File: config.mk
export PLATFORM = sky130hd
export DESIGN_NAME = tx_scheduler
export DESIGN_NICKNAME = d
export VERILOG_FILES = /design/src/rtl/iso14443a_pkg.sv /design/src/rtl/tx_scheduler_grid_timer.sv /design/src/rtl/tx_scheduler.sv
export SDC_FILE = /design/constraint.sdc
export NUM_CORES = 1
export LEC_CHECK = 0
export CELL_PAD_IN_SITES_DETAIL_PLACEMENT = 1
export CELL_PAD_IN_SITES_GLOBAL_PLACEMENT = 1
export CORE_MARGIN = 10
export CORE_UTILIZATION = 41
export CTS_CLUSTER_SIZE = 25
export DETAILED_ROUTE_END_ITERATION = 6
export PLACE_DENSITY_LB_ADDON = 0.1
export SYNTH_ARGS = -nofsm -noshare
export SYNTH_HDL_FRONTEND = slang
export SYNTH_SLANG_ARGS = --single-unit
File: constraint.sdc
create_clock -name clk -period 2.09 [get_ports clk]
set_clock_uncertainty 0.05 [all_clocks]
set_input_delay 0.418 -clock clk [delete_from_list [all_inputs] [get_ports clk]]
set_output_delay 0.418 -clock clk [all_outputs]
set_load 0.01 [all_outputs]
File: src/rtl/iso14443a_pkg.sv
// rtl/iso14443a_pkg.sv - shared ISO14443A constants, scheduler state type and counter width helper
package iso14443a_pkg;

    // Carrier cycles in one late-response grid step (one bit period).
    localparam int GRID_TICKS_DEFAULT = 128;

    typedef enum logic [2:0] {
        IDLE,
        RX,
        WAIT_FDT,
        GRID,
        TX
    } tx_sched_state_t;

    // Counter width for a modulo-n counter, never narrower than one bit.
    function automatic int cnt_width(input int n);
        return (n > 1) ? $clog2(n) : 1;
    endfunction

endpackage

File: src/rtl/tx_scheduler_grid_timer.sv
// rtl/tx_scheduler_grid_timer.sv - late-response tick/grid counters with wrap and terminal flags
//
// Ports:
//   clk, rst_n - clock, asynchronous active-low reset
//   i_en       - counting enable; counters are held at zero while low
//   o_wrap     - enabled cycle on which the tick counter is at GRID_TICKS-1
//   o_last     - grid counter is at MAX_GRIDS-1
module grid_timer
    import iso14443a_pkg::*;
#(
    parameter int GRID_TICKS = GRID_TICKS_DEFAULT,
    parameter int MAX_GRIDS  = 8
) (
    input  logic clk,
    input  logic rst_n,
    input  logic i_en,
    output logic o_wrap,
    output logic o_last
);

    localparam int TW = cnt_width(GRID_TICKS);
    localparam int GW = cnt_width(MAX_GRIDS);

    logic [TW-1:0] r_tick;
    logic [GW-1:0] r_grid;
    logic          w_tick_wrap;

    assign w_tick_wrap = (r_tick == TW'(GRID_TICKS - 1));
    assign o_wrap      = i_en & w_tick_wrap;
    assign o_last      = (r_grid == GW'(MAX_GRIDS - 1));

    // Holding at zero while disabled guarantees both counters read 0 in
    // the first cycle of every grid phase without a separate clear input.
    always_ff @(posedge clk or negedge rst_n) begin
        if (!rst_n) begin
            r_tick <= '0;
            r_grid <= '0;
        end else if (!i_en) begin
            r_tick <= '0;
            r_grid <= '0;
        end else if (w_tick_wrap) begin
            r_tick <= '0;
            r_grid <= o_last ? '0 : r_grid + 1'b1;
        end else begin
            r_tick <= r_tick + 1'b1;
        end
    end

endmodule

File: src/rtl/tx_scheduler.sv
// rtl/tx_scheduler.sv - reply scheduler: pause detection, FDT / late-grid release of the transmitter
//
// Ports:
//   clk, rst_n            - carrier clock, asynchronous active-low reset
//   pause_n_synchronised  - reader pause, low during a pause
//   rx_eoc / rx_error     - frame received valid / invalid (pulses)
//   fdt_trigger           - nominal reply instant (pulse)
//   resp_ready            - response loaded (level)
//   tx_done               - transmitter finished (pulse)
//   tx_go                 - start transmission (pulse)
//   tx_busy               - transmitter owned by this reply
//   resp_late             - tx_go issued on a late grid step (pulse)
//   resp_timeout          - pending response abandoned (pulse)
module tx_scheduler
    import iso14443a_pkg::*;
#(
    parameter int GRID_TICKS = GRID_TICKS_DEFAULT,
    parameter int MAX_GRIDS  = 8
) (
    input  logic clk,
    input  logic rst_n,
    input  logic pause_n_synchronised,
    input  logic rx_eoc,
    input  logic rx_error,
    input  logic fdt_trigger,
    input  logic resp_ready,
    input  logic tx_done,
    output logic tx_go,
    output logic tx_busy,
    output logic resp_late,
    output logic resp_timeout
);

    tx_sched_state_t r_state;
    logic            r_pause_prev;
    logic            r_tx_go;
    logic            r_tx_busy;
    logic            r_resp_late;
    logic            r_resp_timeout;

    logic            w_pause_fall;
    logic            w_grid_en;
    logic            w_grid_wrap;
    logic            w_grid_last;

    assign w_pause_fall = r_pause_prev & ~pause_n_synchronised;
    assign w_grid_en    = (r_state == GRID);

    grid_timer #(
        .GRID_TICKS (GRID_TICKS),
        .MAX_GRIDS  (MAX_GRIDS)
    ) u_grid_timer (
        .clk    (clk),
        .rst_n  (rst_n),
        .i_en   (w_grid_en),
        .o_wrap (w_grid_wrap),
        .o_last (w_grid_last)
    );

    assign tx_go        = r_tx_go;
    assign tx_busy      = r_tx_busy;
    assign resp_late    = r_resp_late;
    assign resp_timeout = r_resp_timeout;

    // tx_busy is set and cleared on exactly the transitions into and out of
    // TX, so it always mirrors (state == TX) one-for-one.
    always_ff @(posedge clk or negedge rst_n) begin
        if (!rst_n) begin
            r_state        <= IDLE;
            r_pause_prev   <= 1'b1;
            r_tx_go        <= 1'b0;
            r_tx_busy      <= 1'b0;
            r_resp_late    <= 1'b0;
            r_resp_timeout <= 1'b0;
        end else begin
            r_pause_prev   <= pause_n_synchronised;
            r_tx_go        <= 1'b0;
            r_resp_late    <= 1'b0;
            r_resp_timeout <= 1'b0;

            // A new reader pause starts a new frame and drops any pending
            // reply; an ongoing transmission cannot be interrupted.
            if (w_pause_fall && (r_state != TX)) begin
                r_state <= RX;
            end else begin
                case (r_state)
                    IDLE: begin
                    end
                    RX: begin
                        if (rx_eoc) begin
                            r_state <= WAIT_FDT;
                        end else if (rx_error) begin
                            r_state <= IDLE;
                        end
                    end
                    WAIT_FDT: begin
                        if (fdt_trigger) begin
                            if (resp_ready) begin
                                r_state   <= TX;
                                r_tx_go   <= 1'b1;
                                r_tx_busy <= 1'b1;
                            end else begin
                                r_state <= GRID;
                            end
                        end
                    end
                    GRID: begin
                        if (w_grid_wrap) begin
                            if (resp_ready) begin
                                r_state     <= TX;
                                r_tx_go     <= 1'b1;
                                r_tx_busy   <= 1'b1;
                                r_resp_late <= 1'b1;
                            end else if (w_grid_last) begin
                                r_state        <= IDLE;
                                r_resp_timeout <= 1'b1;
                            end
                        end
                    end
                    TX: begin
                        if (tx_done) begin
                            r_state   <= IDLE;
                            r_tx_busy <= 1'b0;
                        end
                    end
                    default: begin
                        r_state <= IDLE;
                    end
                endcase
            end
        end
    end

endmodule

==> results of run 1 <==
cell usage after synthesis (all sizes together), types with 2 or more instances:
cell type | count | area (um^2)
nand4 | 2 | 18.8
o21ai | 4 | 20.0
dfrtp | 17 | 425
o21bai | 2 | 18.8
and3 | 2 | 12.5
or3 | 2 | 12.5
nand3b | 2 | 18.8
a21oi | 4 | 20.0
ha | 3 | 37.5
nand3 | 2 | 10.0
and4 | 3 | 26.3
nand2 | 7 | 28.8
nor2 | 13 | 48.8
nand2b | 2 | 12.5
xor2 | 3 | 26.3
buf | 2 | 18.8
worst paths after layout:
path,from,to,slack (ns)
max in group asynchronous,rst_n,r_pause_prev$_DFF_PN1_,1.33
min,rst_n,r_state[1]$_DFFE_PN0P_,0.41
min in group clk,u_grid_timer.r_tick[0]$_DFF_PN0_,u_grid_timer.r_tick[0]$_DFF_PN0_,0.42
min reg2reg,u_grid_timer.r_tick[0]$_DFF_PN0_,u_grid_timer.r_tick[0]$_DFF_PN0_,0.42
max,u_grid_timer.r_grid[0]$_DFFE_PN0P_,r_state[0]$_DFFE_PN0P_,0.31
max reg2reg,u_grid_timer.r_grid[0]$_DFFE_PN0P_,r_state[0]$_DFFE_PN0P_,0.31
routing by layer:
layer | up-vias | track usage [%] | part of all wire [%] | routed length (um)
met5 | - | 0 | 0 | 0
met4 | 0 | 2.82 | 0.81 | 16
met3 | 2 | 4.35 | 5.3 | 104
met2 | 9 | 15.5 | 47 | 923
met1 | 337 | 11.4 | 47 | 927
li1 | 339 | - | - | -
final cells by class:
| class | count | area share (%) |
|---|---|---|
| timing repair buffer | 12 | 10.9 |
| clock buffer | 4 | 3.37 |
| tap | 27 | 3.14 |
| multi-input combinational | 65 | 40.3 |
| sequential | 18 | 41.9 |
| inverter | 1 | 0.348 |
cell usage in the layout, fill, tap and decap left out, drive strengths merged, types with 2 or more instances in the layout:
cell type | synthesis | routed
o21ai | 4 | 4
nand3b | 2 | 2
dfrtp | 17 | 17
nand2b | 2 | 2
and3 | 2 | 2
ha | 3 | 3
a21oi | 4 | 4
nand3 | 2 | 2
clkbuf | 0 | 4
nand2 | 7 | 7
or3 | 2 | 2
nand4 | 2 | 2
nor2 | 13 | 13
o21bai | 2 | 2
xor2 | 3 | 3
clkdlybuf4s50 | 0 | 11
and4 | 3 | 3
per-stage QoR:
| step | worst slack [ns] | instances | cell area (um^2) |
|---|---|---|---|
| finish | 0.313 | 127 | 1080 |
| global route | 0.204 | 127 | 1080 |
| CTS | 0.306 | 127 | 1080 |
| detailed placement | 0.118 | 123 | 1040 |
| global placement | 0.161 | 123 | 1040 |
| floorplan | 0.460 | 86 | 908 |
power groups by stage:
stage          Clock [mW]  Sequential, mW  Combinational [mW]
6_report            0.207           0.452               0.209
5_1_grt             0.233           0.460               0.239
4_1_cts             0.216           0.452               0.213
3_5_place_dp            0           0.457               0.213
3_3_place_gp            0           0.458               0.206
2_1_floorplan           0           0.418               0.193
worst reg2reg max path, stage by stage (launching register included):
cell     delay (ns)
dfrtp_1        0.41
ha_1           0.22
ha_1           0.22
nor2_1         0.09
or4b_4         0.47
nand4_2        0.11
a221o_1        0.14
flip-flops by register name, summed over array words and instances (netlist names):
register	flops
resp_timeout	1
u_grid_timer.r_tick	7
u_grid_timer.r_grid	3
resp_late	1
tx_busy	1
r_pause_prev	1
tx_go	1
r_state	3
cell families (layout without fill, tap and decap cells):
group,count (synthesis),count (layout),synth area share (%)
and+or+nand+nor,41,41,26.4
DFF,18,18,49.7
AOI/OAI and AO/OA,16,16,12.3
xor gates and xnor gates,4,4,3.86
adders and majority gates,3,3,4.13
buffers and inverters,3,17,2.48
muxes,1,1,1.10
==> flow_summary_export.csv, run 1 <==
group,metric,value,unit
clock_tree,clock_latency,0.29,ns
worst_setup_path,critical_path.startpoint_type,"flop",
routing,vias,687,
min_path,hp-class,"in2async",
grt,grt_overflow_total,0,
floorplan,core_area,2040,um^2
logic_synthesis,yosys_register_bits,18,
logic_synthesis,synthesis.area,908,um^2
floorplan,fp.dieH,67.1,um
floorplan,rows,16,
sta,slew_headroom,74.0,%
power_and_ir_drop,p_int,0.604,mW
sta,fin_crit,1.78,ns
floorplan,initial_core_util,44.5,%
cells_and_area,drive_above_1_share,13.0,%
cells_and_area,fillers,242,
power_and_ir_drop,p_clk_share,23.9,%
logic_synthesis,syn_avg_cell_area,10.6,um^2
grt,grt_usage,9.71,%
clock_tree,ctsHoldBuffers,0,
grt,antenna_found_initial,0,
cells_and_area,nets,112,
routing,routed_via_density,5.41,
floorplan,die_x,67.1,um
job,cap_violations,0,
worst_setup_path,crit_buf_inv,0,
grt,first_global_vias,719,
run_status,status,"complete, no violations",
clock_tree,cts_resized,0,
worst_setup_path,worstSetupPathType,"reg2reg",
clock_tree,htree_levels,1,
worst_setup_path,path_cells,"ha_1, ha_1, nor2_1, or4b_4, nand4_2, a221o_1",
clock_tree,post_cts_buffers,0,
routing,routed_wl,1.97,mm
placed_design,io_buffer_count,11,
power_and_ir_drop,p_comb_share,24.1,%
sta,worst-slew-pin-transition,0.389,ns
worst_setup_path,cp_max_fo,4,
sta,timing.fmax,563,MHz
sta,post-route-period-util,85.0,%
clock_tree,clock-sinks,18,
logic_synthesis,synth_edf_count,0,
sta,slew_viol_final,0,
floorplan,dieArea,4500,um^2
grt,grt_pass1_wl,3.34,mm
grt,grt_max_degree,19,
routing,wl_per_cell,15.5,um
cells_and_area,diodes,0,
logic_synthesis,syn_inst,86,
power_and_ir_drop,power.total,0.869,mW
logic_synthesis,postSynth.asyncResetShare,100,%
sta,rsz0062_at_grt,"false",
sta,holdWs,0.406,ns
worst_setup_path,worst-path-stages,6,
routing,drt_pass1_iterations,4,
logic_synthesis,synth.distinct_cells,37,
sta,setup_viol,0,
worst_setup_path,critical_path_arrival,1.96,ns
cells_and_area,seq_area,452,um^2
power_and_ir_drop,switching_share,30.5,%
floorplan,io_pins,12,
worst_setup_path,cpMostUsedCell,"ha_1",
power_and_ir_drop,seqPwrFrac,52.1,%
power_and_ir_drop,power.leakage,0.461,nW
routing,drc,0,
sta,hold_viol,0,
worst_setup_path,cpMaxStageDelayCell,"or4b_4",
routing,drt-initial-drc-count,27,
logic_synthesis,synth_nets,97,
worst_setup_path,rr_worst_depth,6,
placed_design,dp_hpwl,1.55,mm
power_and_ir_drop,vdd_drop_max,0.000490,V
logic_synthesis,yosysWarningCount,0,
clock_tree,cts_buffer_depth,2,
cells_and_area,areaGrowthSynthToFinish,18.6,%
routing,ant_nets,0,
worst_setup_path,critPathTopFamily,"simple AND/OR/NAND/NOR gates",
clock_tree,numCtsBuffers,3,
placed_design,place_congestion,0.731,
logic_synthesis,synth_ff_type,"dfrtp_1",
clock_tree,cts_tree,"yes",
power_and_ir_drop,p_sw,0.265,mW
clock_tree,clk_pin_slew,0.10,ns
power_and_ir_drop,power.density,807,nW/um^2
worst_setup_path,required,2.27,ns
worst_setup_path,max_stage_delay,0.47,ns
clock_tree,cts_root_buf,"clkbuf_4",
cells_and_area,multi_input_area,434,um^2
logic_synthesis,synth.yosys.seq_area_share,49.7,%
cells_and_area,final_util,52.8,%
sta,finalSetupTns,0,ns
worst_setup_path,end_kind,"flop",
Power figures use the tool's default switching activity.
==> run 2, diff against run 1 <==
Settings changed: CTS_CLUSTER_DIAMETER from default to 30.
==> results of run 2 <==
Same layout as run 1: the final DEF is identical, and so are final timing and power.
